## src/rtl/arith_pkg.sv

```systemverilog
// Shared arithmetic helpers: width math and parameter legality checks
// used by the pipelined adder and its slices.
package arith_pkg;

  function automatic int clog2(input int value);
    int r;
    int v;
    r = 0;
    v = value - 1;
    while (v > 0) begin
      r++;
      v = v >> 1;
    end
    return r;
  endfunction

  function automatic int chunk_width(input int width, input int stages);
    return width / stages;
  endfunction

  function automatic bit legal_split(input int width, input int stages);
    return (stages >= 1) && (stages <= width) && ((width % stages) == 0);
  endfunction

endpackage

```

## src/rtl/adder_slice.sv

```systemverilog
// One registered CW-bit add stage: registers partial sum, carry out,
// carry into its MSB (for overflow) and the slot's valid bit.
module adder_slice #(
  parameter int CW = 4
) (
  input  logic          clk,
  input  logic          rst_n,
  input  logic          enable,
  input  logic          valid_in,
  input  logic [CW-1:0] a,
  input  logic [CW-1:0] b,
  input  logic          cin,
  output logic          valid_out,
  output logic [CW-1:0] s,
  output logic          cout,
  output logic          cmsb
);

  logic [CW:0]   total;
  logic          valid_d, valid_q;
  logic [CW-1:0] s_d, s_q;
  logic          cout_d, cout_q;
  logic          cmsb_d, cmsb_q;

  // NOTE: every always_comb output gets its hold value first, so no path leaves it unassigned (no latch).
  always_comb begin
    total   = {1'b0, a} + {1'b0, b} + {{CW{1'b0}}, cin};
    valid_d = valid_q;
    s_d     = s_q;
    cout_d  = cout_q;
    cmsb_d  = cmsb_q;
    if (enable) begin
      valid_d = valid_in;
      s_d     = total[CW-1:0];
      cout_d  = total[CW];
      // Carry into the MSB is recovered from the MSB sum bit and its operands.
      cmsb_d  = a[CW-1] ^ b[CW-1] ^ total[CW-1];
    end
  end

  // NOTE: sequential state uses non-blocking assignments; every flop here is reset,
  // because the valid bit must clear and the data outputs are required to read 0 in reset.
  always_ff @(posedge clk or negedge rst_n) begin
    if (!rst_n) begin
      valid_q <= 1'b0;
      s_q     <= '0;
      cout_q  <= 1'b0;
      cmsb_q  <= 1'b0;
    end else begin
      valid_q <= valid_d;
      s_q     <= s_d;
      cout_q  <= cout_d;
      cmsb_q  <= cmsb_d;
    end
  end

  assign valid_out = valid_q;
  assign s         = s_q;
  assign cout      = cout_q;
  assign cmsb      = cmsb_q;

endmodule

```

## src/rtl/pipelined_adder.sv

```systemverilog
// WIDTH-bit add/subtract split into STAGES carry-chained register slices,
// with valid/ready handshake, full-pipeline stall and signed-overflow flag.
module pipelined_adder
  import arith_pkg::*;
#(
  parameter int WIDTH  = 8,
  parameter int STAGES = 2
) (
  input  logic             clk,
  input  logic             rst_n,
  input  logic             in_valid,
  output logic             in_ready,
  input  logic [WIDTH-1:0] A,
  input  logic [WIDTH-1:0] B,
  input  logic             Cin,
  input  logic             Sub,
  output logic             out_valid,
  input  logic             out_ready,
  output logic [WIDTH-1:0] Sum,
  output logic             Cout,
  output logic             Ovf
);

  localparam int CW = chunk_width(WIDTH, STAGES);

  if (!legal_split(WIDTH, STAGES)) begin : g_bad_params
    $fatal(1, "pipelined_adder: WIDTH=%0d cannot be split into STAGES=%0d slices", WIDTH, STAGES);
  end

  logic             stall;
  logic             advance;
  logic [WIDTH-1:0] b_eff;

  assign stall    = out_valid & ~out_ready;
  assign advance  = ~stall;
  assign in_ready = advance;
  assign b_eff    = B ^ {WIDTH{Sub}};

  for (genvar k = 0; k < STAGES; k++) begin : g_stage
    // a_src/b_src: operand bits not yet consumed when the slot enters stage k.
    logic [WIDTH-k*CW-1:0] a_src, b_src;
    logic                  c_in, v_in, c_out, v_out, cmsb;
    logic [CW-1:0]         s;
    logic [(k+1)*CW-1:0]   done;

    if (k == 0) begin : g_head
      assign a_src = A;
      assign b_src = b_eff;
      assign c_in  = Cin;
      assign v_in  = in_valid;
      assign done  = s;
    end else begin : g_tail
      localparam int REM = WIDTH - k*CW;
      logic [REM-1:0]  a_pend_d, a_pend_q;
      logic [REM-1:0]  b_pend_d, b_pend_q;
      logic [k*CW-1:0] lo_d, lo_q;

      always_comb begin
        a_pend_d = a_pend_q;
        b_pend_d = b_pend_q;
        lo_d     = lo_q;
        if (advance) begin
          a_pend_d = g_stage[k-1].a_src[WIDTH-(k-1)*CW-1:CW];
          b_pend_d = g_stage[k-1].b_src[WIDTH-(k-1)*CW-1:CW];
          lo_d     = g_stage[k-1].done;
        end
      end

      always_ff @(posedge clk or negedge rst_n) begin
        if (!rst_n) begin
          a_pend_q <= '0;
          b_pend_q <= '0;
          lo_q     <= '0;
        end else begin
          a_pend_q <= a_pend_d;
          b_pend_q <= b_pend_d;
          lo_q     <= lo_d;
        end
      end

      assign a_src = a_pend_q;
      assign b_src = b_pend_q;
      assign c_in  = g_stage[k-1].c_out;
      assign v_in  = g_stage[k-1].v_out;
      assign done  = {s, lo_q};
    end

    adder_slice #(.CW(CW)) u_slice (
      .clk       (clk),
      .rst_n     (rst_n),
      .enable    (advance),
      .valid_in  (v_in),
      .a         (a_src[CW-1:0]),
      .b         (b_src[CW-1:0]),
      .cin       (c_in),
      .valid_out (v_out),
      .s         (s),
      .cout      (c_out),
      .cmsb      (cmsb)
    );

    // Only the final slice's MSB carry is meaningful for Ovf.
    if (k != STAGES - 1) begin : g_mid
      logic cmsb_unused;
      assign cmsb_unused = cmsb;
    end
  end

  assign out_valid = g_stage[STAGES-1].v_out;
  assign Sum       = g_stage[STAGES-1].done;
  assign Cout      = g_stage[STAGES-1].c_out;
  assign Ovf       = g_stage[STAGES-1].c_out ^ g_stage[STAGES-1].cmsb;

endmodule

```

## config.mk

```make
export PLATFORM = sky130hd
export DESIGN_NAME = pipelined_adder
export DESIGN_NICKNAME = d
export VERILOG_FILES = /design/src/rtl/arith_pkg.sv /design/src/rtl/adder_slice.sv /design/src/rtl/pipelined_adder.sv
export SDC_FILE = /design/constraint.sdc
export NUM_CORES = 1
export LEC_CHECK = 0
export CAP_MARGIN = 40
export CORE_UTILIZATION = 50
export CTS_BUF_LIST = sky130_fd_sc_hd__clkbuf_16
export DETAILED_ROUTE_END_ITERATION = 6
export PLACE_DENSITY = 0.89
export SLEW_MARGIN = 30
export SYNTH_ARGS = -nofsm -noshare
export SYNTH_HDL_FRONTEND = slang
export SYNTH_SLANG_ARGS = --single-unit
```

## constraint.sdc

```tcl
create_clock -name clk -period 4.6 [get_ports clk]
set_clock_uncertainty 0.1 [all_clocks]
set_input_delay 1.15 -clock clk [delete_from_list [all_inputs] [get_ports clk]]
set_output_delay 1.15 -clock clk [all_outputs]
set_load 0.02 [all_outputs]
```

==> results.sh <==
export IMPL_routabilityCongestion=0.752
export IMPL_yosysSeqAreaShare_pct=49.1
export IMPL_ys_async_sr_fraction_pct=100
export IMPL_swShare_pct=32.0
export IMPL_status="complete, no violations"
export IMPL_tightestPinTransition_ns=0.525
export IMPL_p_sw_mw=0.252
export IMPL_ys_seq_elements=25
export IMPL_drc_errors=0
export IMPL_power_density_nw_per_um2=468
export IMPL_htree_levels=1
export IMPL_ctsHoldBuffers=0
export IMPL_io_buffers=33
export IMPL_vias=941
export IMPL_coreArea_um2=2300
export IMPL_fin_crit_ns=3.82
export IMPL_cts_resized=0
export IMPL_grt_use_total_pct=18.8
export IMPL_synth_top_area_share_pct=49.1
export IMPL_setup_ws_ns=0.779
export IMPL_drt_iter0_markers=22
export IMPL_clk_pin_slew_ns=0.06
export IMPL_crit_chain="clkdlybuf4s50_1 -> nor2b_1 -> inv_4 -> clkdlybuf4s50_1"
export IMPL_row_count=17
export IMPL_crit_type="in2out"
export IMPL_vias_per_cell=4.93
export IMPL_layout_nets=196
export IMPL_die_h_um=52.5
export IMPL_r2r_cells=5
export IMPL_io_pins=34
export IMPL_arrival_ns=2.57
export IMPL_cts_tree="yes"
export IMPL_firstDrtPassIters=4
export IMPL_cp_start_kind="primary input"
export IMPL_fmaxAchievable_ghz=0.262
export IMPL_drv_cap=0
export IMPL_detailed_place_hpwl_mm=1.72
export IMPL_post_cts_buffers=0
export IMPL_n_antenna_cell=0
export IMPL_die_x_um=52.5
export IMPL_netlist_instances=131
export IMPL_multi_input_area_um2=582
export IMPL_synth_edf_count=0
export IMPL_max_vdd_ir_drop_mv=0.336
export IMPL_hold_depth=2
export IMPL_reg2reg_from="g_stage[0].u_slice.cout"
export IMPL_intPower_mw=0.536
export IMPL_min_to="g_stage[0].u_slice.valid_out"
export IMPL_r2r_slack_ns=2.86
export IMPL_setup_viol=0
export IMPL_max_stage_delay_ns=0.67
export IMPL_reg2reg_to="g_stage[1].u_slice.s[3]"
export IMPL_syn_to_final_growth_pct=32.1
export IMPL_slew_limit_headroom_pct=65.0
export IMPL_syn_nets=163
export IMPL_crit_fanout=27
export IMPL_postSynthAreaPerCell_um2=9.73
export IMPL_grt_pass1_wl_mm=3.71
export IMPL_cts_sinks=25
export IMPL_endpoint_kind="output pin"
export IMPL_holdCritStartpoint="g_stage[0].u_slice.valid_out"
export IMPL_grt_max_degree=28
export IMPL_drv_slew=0
export IMPL_path_common_cell="clkdlybuf4s50_1"
export IMPL_fin_crit_sh_pct=83.1
export IMPL_antenna_found_initial=0
export IMPL_insertion_delay_ns=0.26
export IMPL_seq_power_share_pct=39.8
export IMPL_hold_violations=0
export IMPL_dieArea_um2=2760
export IMPL_rsz0062_at_grt="false"
export IMPL_ys_warn_count=0
export IMPL_n_fill_cell=176
export IMPL_synth_area_leaders="dfrtp_1 (49%), nand2_1 (11%), fa_1 (6.3%)"
export IMPL_seq_area_um2=626
export IMPL_clockRootBuffer="clkbuf_16"
export IMPL_clockBufferDepth=2
export IMPL_routed_wl_mm=2.22
export IMPL_critPathSlowestCell="clkdlybuf4s50_1"
export IMPL_place_ws_ns=0.773
export IMPL_synth_distinct_cells=21
export IMPL_p_leak_nw=0.792
export IMPL_ant_nets=0
export IMPL_fin_tns_setup_ns=0
export IMPL_ys_flop_type="dfrtp_1"
export IMPL_clkPwrFrac_pct=23.9
export IMPL_grt_pass1_vias=875
export IMPL_start_util_pct=55.5
export IMPL_final_cell_mix="nand2_1 (38), clkdlybuf4s50_1 (32), dfrtp_1 (25)"
export IMPL_drive_above_1_share_pct=4.91
export IMPL_cp_required_ns=3.35
export IMPL_layout_commonest_cell="nand2_1"
export IMPL_synth_largest_area_cell="dfrtp_1"
export IMPL_avgRoutedWirePerCell_um=11.6
export IMPL_worstHoldPathType="reg2reg"
export IMPL_power_frac_comb_pct=36.3
export IMPL_syn_area_um2=1270
export IMPL_grt_overflow_total=0
export IMPL_cts_inserted_buffers=3
[cell families after synthesis]
family                     after synthesis  share of synthesized area, %
AOI/OAI and AO/OA                       21                          9.62
xor gates and xnor gates                12                          8.24
and+or+nand+nor                         50                          15.6
buffers and inverters                   13                          5.30
DFF                                     25                          49.1
adders and majority gates               10                          12.2
[per-layer routing]
metal,GRT usage [%],share of wire (%),up-vias
met5,0,0,-
li1,-,-,477
met1,23.9,45,432
met4,9.21,2.2,0
met3,2.90,4.0,5
met2,30.8,48,27
[through the flow]
stage               utilization, %  std cells  cell area (um^2)  hold slack (ns)  power (mW)
finish                        73.3        191              1680            0.368       0.789
global route                  73.3        191              1680            0.393       0.835
CTS                           73.3        191              1680            0.369       0.797
detailed placement            69.8        187              1600            0.353       0.606
global placement              70.0        187              1610            0.346       0.594
floorplan                        -        131              1270            0.330       0.480
[final cells by class]
type | instances | share of cell area, %
inverter | 7 | 1.71
clock inverter | 1 | 0.297
multi-input combinational | 93 | 34.5
sequential | 25 | 37.1
timing repair buffer | 34 | 19.8
clock buffer | 3 | 4.46
tap | 28 | 2.08
[power by group through the flow]
stage                     logic (mW)  clock network [mW]  registers [mW]
after floorplan                0.129                   0           0.351
after global placement         0.282                   0           0.312
after detailed placement       0.288                   0           0.318
after CTS                      0.290               0.192           0.314
after global routing           0.317               0.197           0.321
final                          0.286               0.189           0.314
[state kept, by name, indices dropped and copies added (netlist names)]
name	cells
g_stage.u_slice.cmsb	1
g_stage.u_slice.valid_out	2
g_stage.g_tail.lo_q	4
g_stage.u_slice.cout	2
g_stage.u_slice.s	8
g_stage.b_src	4
g_stage.a_src	4
[worst max-delay path: cells and delay by family]
family | cells | cell delay [ns]
buffers and inverters | 3 | 1.34
AND/OR/NAND/NOR | 1 | 0.07
[Yosys cell counts, types with 2 or more instances]
| master | number |
|---|---|
| a21oi_1 | 8 |
| nor2_1 | 7 |
| o21ai_1 | 2 |
| fa_1 | 4 |
| o21ai_0 | 6 |
| o21a_1 | 2 |
| xnor2_1 | 5 |
| nor2b_1 | 3 |
| a21o_1 | 2 |
| nand2_1 | 38 |
| xor2_1 | 7 |
| dfrtp_1 | 25 |
| inv_1 | 6 |
| buf_2 | 4 |
| ha_1 | 6 |
[worst max path at each step]
stage               startpoint        to  slack [ns]  depth (start not counted)
global placement     out_ready  in_ready        0.82                          4
finish               out_ready  in_ready        0.78                          4
floorplan            out_ready  in_ready        1.76                          4
detailed placement   out_ready  in_ready        0.77                          4
global route         out_ready  in_ready        0.72                          4
CTS                  out_ready  in_ready        0.78                          4
Note: power is estimated with default switching activity, not from simulation.
